===== config.mk =====
export PLATFORM = sky130hd
export DESIGN_NAME = key_event_debounce
export DESIGN_NICKNAME = d
export VERILOG_FILES = /design/src/rtl/key_event_debounce.sv
export SDC_FILE = /design/constraint.sdc
export NUM_CORES = 1
export LEC_CHECK = 0
export ABC_AREA = 1
export CAP_MARGIN = 20
export CORE_MARGIN = 2
export CORE_UTILIZATION = 50
export DETAILED_ROUTE_END_ITERATION = 16
export PLACE_DENSITY = 0.72
export SLEW_MARGIN = 20
export SYNTH_ARGS = -nofsm -noshare
export SYNTH_HDL_FRONTEND = slang
export SYNTH_SLANG_ARGS = --single-unit

===== constraint.sdc =====
create_clock -name clk -period 34 [get_ports clk]
set_clock_uncertainty 0.15 [all_clocks]
set_input_delay 6.8 -clock clk [delete_from_list [all_inputs] [get_ports clk]]
set_output_delay 6.8 -clock clk [all_outputs]
set_load 0.02 [all_outputs]

===== src/rtl/key_event_debounce.sv =====
// Multi-channel key debouncer with press/release/long-press events.
// Each channel: 2-flop sync, debounce FSM, long/auto-repeat counter.
module key_event_debounce #(
    parameter int CLK_FREQ    = 50_000_000,
    parameter int KEY_CNT     = 8,
    parameter int DEBOUNCE_MS = 20,
    parameter int LONG_MS     = 1000,
    parameter int REPEAT_MS   = 0,
    parameter int ACTIVE_LOW  = 1
) (
    input  logic               clk,
    input  logic               rst,
    input  logic [KEY_CNT-1:0] keys,
    output logic [KEY_CNT-1:0] keys_stable,
    output logic [KEY_CNT-1:0] key_press,
    output logic [KEY_CNT-1:0] key_release,
    output logic [KEY_CNT-1:0] key_long
);

    localparam int DB_CYC   = CLK_FREQ / 1000 * DEBOUNCE_MS;
    localparam int LONG_CYC = CLK_FREQ / 1000 * LONG_MS;
    localparam int REP_CYC  = CLK_FREQ / 1000 * REPEAT_MS;
    localparam int LONG_MAX = (LONG_CYC > REP_CYC) ? LONG_CYC : REP_CYC;
    localparam int DBW      = $clog2(DB_CYC + 1);
    localparam int LW       = $clog2(LONG_MAX + 1);
    localparam logic REL    = (ACTIVE_LOW != 0);
    localparam logic REP_EN = (REP_CYC > 0);

    typedef enum logic {
        IDLE,
        SAMPLING
    } state_t;

    logic [KEY_CNT-1:0] sync1;
    logic [KEY_CNT-1:0] sync2;

    // Two-flop synchronizer, reset to the released level.
    always_ff @(posedge clk or posedge rst) begin
        if (rst) begin
            sync1 <= {KEY_CNT{REL}};
            sync2 <= {KEY_CNT{REL}};
        end else begin
            sync1 <= keys;
            sync2 <= sync1;
        end
    end

    for (genvar g = 0; g < KEY_CNT; g++) begin : g_ch
        state_t         state;
        state_t         state_nx;
        logic [DBW-1:0] db_cnt;
        logic [DBW-1:0] db_cnt_nx;
        logic           commit;
        logic           s;
        logic           stable;
        logic           press;
        logic           release_p;
        logic           long_p;
        logic           rep_ph;
        logic [LW-1:0]  long_cnt;

        assign s              = sync2[g];
        assign keys_stable[g] = stable;
        assign key_press[g]   = press;
        assign key_release[g] = release_p;
        assign key_long[g]    = long_p;

        // Debounce state and counter registers.
        always_ff @(posedge clk or posedge rst) begin
            if (rst) begin
                state  <= IDLE;
                db_cnt <= '0;
            end else begin
                state  <= state_nx;
                db_cnt <= db_cnt_nx;
            end
        end

        // Next state: a level must differ for DB_CYC counts to commit.
        always_comb begin
            state_nx  = state;
            db_cnt_nx = '0;
            commit    = 1'b0;
            unique case (state)
                IDLE: begin
                    if (s != stable) begin
                        state_nx = SAMPLING;
                    end
                end
                SAMPLING: begin
                    if (s == stable) begin
                        state_nx = IDLE;
                    end else if (db_cnt == DBW'(DB_CYC - 1)) begin
                        commit   = 1'b1;
                        state_nx = IDLE;
                    end else begin
                        db_cnt_nx = db_cnt + 1'b1;
                    end
                end
            endcase
        end

        // Stable level, edge pulses, and long-press / repeat timing.
        // rep_ph selects the repeat period once the first long pulse fired.
        always_ff @(posedge clk or posedge rst) begin
            if (rst) begin
                stable    <= REL;
                press     <= 1'b0;
                release_p <= 1'b0;
                long_p    <= 1'b0;
                rep_ph    <= 1'b0;
                long_cnt  <= '0;
            end else begin
                press     <= 1'b0;
                release_p <= 1'b0;
                long_p    <= 1'b0;
                if (commit) begin
                    stable    <= s;
                    press     <= (s != REL);
                    release_p <= (s == REL);
                    long_cnt  <= '0;
                    rep_ph    <= 1'b0;
                    if (s != REL && LONG_CYC == 1) begin
                        long_p <= 1'b1;
                        rep_ph <= REP_EN;
                    end
                end else if (stable == REL) begin
                    long_cnt <= '0;
                    rep_ph   <= 1'b0;
                end else if (rep_ph) begin
                    if (long_cnt == LW'(REP_CYC - 1)) begin
                        long_p   <= 1'b1;
                        long_cnt <= '0;
                    end else begin
                        long_cnt <= long_cnt + 1'b1;
                    end
                end else if (long_cnt != LW'(LONG_CYC - 1)) begin
                    long_cnt <= long_cnt + 1'b1;
                    if (long_cnt == LW'(LONG_CYC - 2)) begin
                        long_p <= 1'b1;
                        if (REP_EN) begin
                            rep_ph   <= 1'b1;
                            long_cnt <= '0;
                        end
                    end
                end
            end
        end
    end

endmodule


# Word-level counts from Yosys, hierarchy flattened
# Index checks and enable logic that the tools add are counted.
[totals]
regBits = 432
in_bits = 10
output_inout_bits = 32
elab_cells = 362
[op_classes]
n_addsub = 16
n_eq_ne = 48
muxes = 200
n_bitwise = 16
n_reduce_logical = 16
[op_table]
columns = ["operator", "n"]
rows = [
  ["$mux 26", 40],
  ["$mux 20", 24],
  ["$eq 26x26->1 const B", 16],
  ["$add 26x1->26 const B", 8],
  ["$ne 26x26->1 const B", 8],
  ["$add 20x1->20 const B", 8],
  ["$eq 20x20->1 const B", 8],
  ["$mux 1", 128],
  ["$reduce_bool 4->1", 8],
  ["$not 1->1", 16],
  ["$pmux 1 s2", 8],
  ["$reduce_bool 2->1", 8],
  ["$eq 1x1->1", 8],
  ["$ne 1x1->1", 8],
]

# Logic depth before layout (Yosys ltp)
[logic_depth]
word_depth = 6
depth_mapped = 11
ltp_nobuf = 10

# Worst setup path after synthesis
# Ideal clock, no wire load.
[synth_timing]
path_type = "flip-flop to output port"
start = "reg g_ch[4].stable"
end = "out keys_stable[4]"
t_arrival_ns = 0.728
required_ns = 27.050
slack_ns = 26.322
stages_incl_launch_ff = 2
n_path_buf = 1
path_cell_list = "dfstp_2 -> buf_4"
[synth_lines]
columns = ["element", "line", "source"]
rows = [
  ["start, declared", "55", "logic stable;"],
  ["start signal, assigned", "118", "stable <= s;"],
  ["end, declared", "14", "output logic [KEY_CNT-1:0] keys_stable,"],
]
# No word-level cell between the ends.

==> summary.md <==
| Metric | Value |
|---|---|
| Post-CTS Setup Bufs | `0` |
| Routed wire length | `51600 µm` |
| Clock Sinks | `424` |
| Post-CTS Resized | `0` |
| Largest net degree at the start of global routing | `172` |
| Sequential share of the synthesized area | `0.431` |
| Tot Pwr | `1.08 mW` |
| Crit path buf inv count | `4` |
| Slew headroom | `0.372` |
| WL per Instance | `12.2 µm` |
| Via count | `20890` |
| Hpwl dp | `37000 µm` |
| Filler cell count | `4705` |
| Area growth from synthesis to layout | `9.82%` |
| Synthesized instance count | `3487` |
| Routed Antenna Nets | `0` |
| Placeable Area | `0.0488 mm²` |
| Maxcap violations | `0` |
| Post-route cell area | `0.0271 mm²` |
| Dpl cell area | `0.0255 mm²` |
| Tcrit/Tclk final | `0.274` |
| Root buf cell | `clkbuf_16` |
| Worst-path clk slew | `50 ps` |
| Worst slew pin tran | `942 ps` |
| Fmax | `0.107 GHz` |
| DRT Pass-1 Iters | `5` |
| Nets | `3553` |
| Die Width | `226 µm` |
| Die area | `0.0512 mm²` |
| PortBufs | `41` |
| Congestion Overflow GR | `0` |
| #FFs+latches synth | `424` |
| Largest area contributor in the netlist | `dfrtp_1` |
| Non-filler cells, final | `4220` |
| Placement Rows | `81` |
| Slowest-stage cell, CP | `buf_4` |
| Power density cells | `39.6 mW/mm²` |
| # H-tree levels | `2` |
| DRT iter0 DRCs | `1338` |
| Setup CP Type | `in2async` |
| Top post-synthesis cells by area | `dfrtp_1 41%, nand2_1 14%, nor2_1 13%` |
| Max VDD drop | `36.0 µV` |
| CP top delay family | `buffers and inverters` |
| CTS max path bufs | `3` |
| Hold_buf cts | `0` |
| Net count after synthesis | `3521` |
| Static Leak | `11.9 nW` |
| Fraction of layout cells with a size suffix above 1 | `0.0574` |
| Initial core utilization | `0.506` |
| HP Class | `reg2reg` |
| CP max FO | `108` |
| Initial antenna violation count | `0` |
| Post-Synthesis Cell Area | `0.0247 mm²` |
| Synth Area per Inst | `7.09 µm²` |
| Nature of the critical path endpoint | `asynchronous set/reset pin` |
| RSZ-0062 raised after global routing | `false` |
| First-pass GRT wire length | `90400 µm` |
| Startpoint Class | `primary input` |
| Yosys cell types | `44` |
| Finish-stage setup viols | `0` |
| DP Worst Slack | `23940 ps` |
| Max-slew violations | `0` |
| Status | `finished clean` |
| Setup TNS | `0 ps` |
| PnR worst setup slack | `24680 ps` |
| Critical path's largest stage delay | `820 ps` |
| Yosys top cell area share | `0.405` |
| Die Y | `226 µm` |
| Worst-path cell chain | `clkdlybuf4s50_1 -> inv_8 -> buf_4 -> buf_4` |
| Most used cell, CP | `buf_4` |
| Clock latency on the worst-skew pair | `590 ps` |
| Top Ports | `42` |
| Final Wtd Congestion | `0.907` |
| CTS Buf Count | `50` |
| Crit path required time | `34420 ps` |
| Antenna cells | `0` |
| Residual DRC | `0` |
| Via/cell ratio | `4.95` |
| Vias in the first global route | `19833` |
| Total Routing Usage GR | `0.209` |
| Yosys warnings | `0` |
| Hold Vio Cnt, Final | `0` |
| Arr. time, crit path | `9740 ps` |
| Placed cell count | `4131` |
| CTS tree | `done` |
| Final min period | `9320 ps` |
stage by stage:
step | util | hold slack (ps)
after floorplan | - | 195
after global placement | 0.522 | 196
after detailed placement | 0.522 | 197
after CTS | 0.556 | 206
after global routing | 0.556 | 208
final | 0.556 | 202
state kept, by name (all words and copies together), names as in the netlist:
register,flops
g_ch.state,8
sync2,8
g_ch.stable,8
g_ch.press,8
g_ch.db_cnt,160
g_ch.long_cnt,208
sync1,8
g_ch.release_p,8
g_ch.long_p,8
final timing paths:
path,endpoint,cells past startpoint,startpoint,slack [ps]
max in group clk,keys_stable[1],1,g_ch[1].stable,25170
max,g_ch[4].long_cnt[3],4,rst,24680
min,sync2[7],0,sync1[7],200
min reg2reg,sync2[7],0,sync1[7],200
min in group asynchronous,g_ch[5].press,2,rst,6590
max reg2reg,g_ch[1].stable,8,g_ch[1].stable,31660
synth_stat cells (all sizes together):
library cell,instances
and2b,1
xnor2,67
nand3,255
inv,379
nand2,939
or2,9
nand3b,11
buf,64
a21oi,41
dfrtp,400
a21o,1
o21a,3
nor3b,18
a31oi,8
dfstp,24
o2111ai,1
ha,24
nand4,72
nor3,116
nor4,2
o21bai,7
nor2,920
o21ai,34
xor2,89
nor2b,1
clkinv,1
metal layers:
layer / up-vias / part of all wire / track usage
li1: 10894 / - / -
met1: 9586 / 0.49 / 0.287
met2: 327 / 0.46 / 0.344
met3: 83 / 0.036 / 0.0284
met4: 0 / 0.022 / 0.0620
met5: - / 0 / 0
cells in the final DEF (no fill, tap or decap), drive strengths merged:
master and n:
nor2 920, nand3b 11, nor4 2, clkinv 12
clkinvlp 1, dfstp 24, a21o 1, o21ai 34
o21bai 7, nand4 72, xor2 89, and2b 1
nand3 255, clkbuf 71, nor2b 1, a21oi 41
dfrtp 400, nor3 116, bufinv 5, buf 3
o2111ai 1, inv 380, o21a 3, nor3b 18
clkdlybuf4s50 41, or2 9, xnor2 67, ha 24
a31oi 8, nand2 939
power breakdown:
part           total (mW)  internal (mW)  leakage, nW  switching [mW]
logic              0.0245        0.00462         5.36          0.0198
clock network       0.539          0.329        0.819           0.210
registers           0.512          0.509         5.70         0.00275
worst reg2reg max path, stage by stage (launching register included):
cell,delay [ps]
dfstp_2,650
nand2_1,100
nand2_1,130
inv_2,60
nor2_2,110
nand3_1,170
nand2_1,590
o21ai_0,220
inv_1,90
cells by family after synthesis:
kind of cell,after synthesis,synth area share
AOI/OAI and AO/OA,95,0.0211
xor gates and xnor gates,156,0.0553
adders and majority gates,24,0.0122
buffers and inverters,444,0.0787
DFF,424,0.431
and+or+nand+nor,2344,0.402
final cells by class:
cell class                 count  area, µm²  share of cell area
multi-input combinational   2619      12100               0.447
sequential                   424      10600               0.392
inverter                     380       1440              0.0531
clock buffer                  71       1430              0.0527
tap                          664        831              0.0306
timing repair buffer          44        445              0.0164
clock inverter                18        221             0.00816
(Power assumes the default switching activity.)
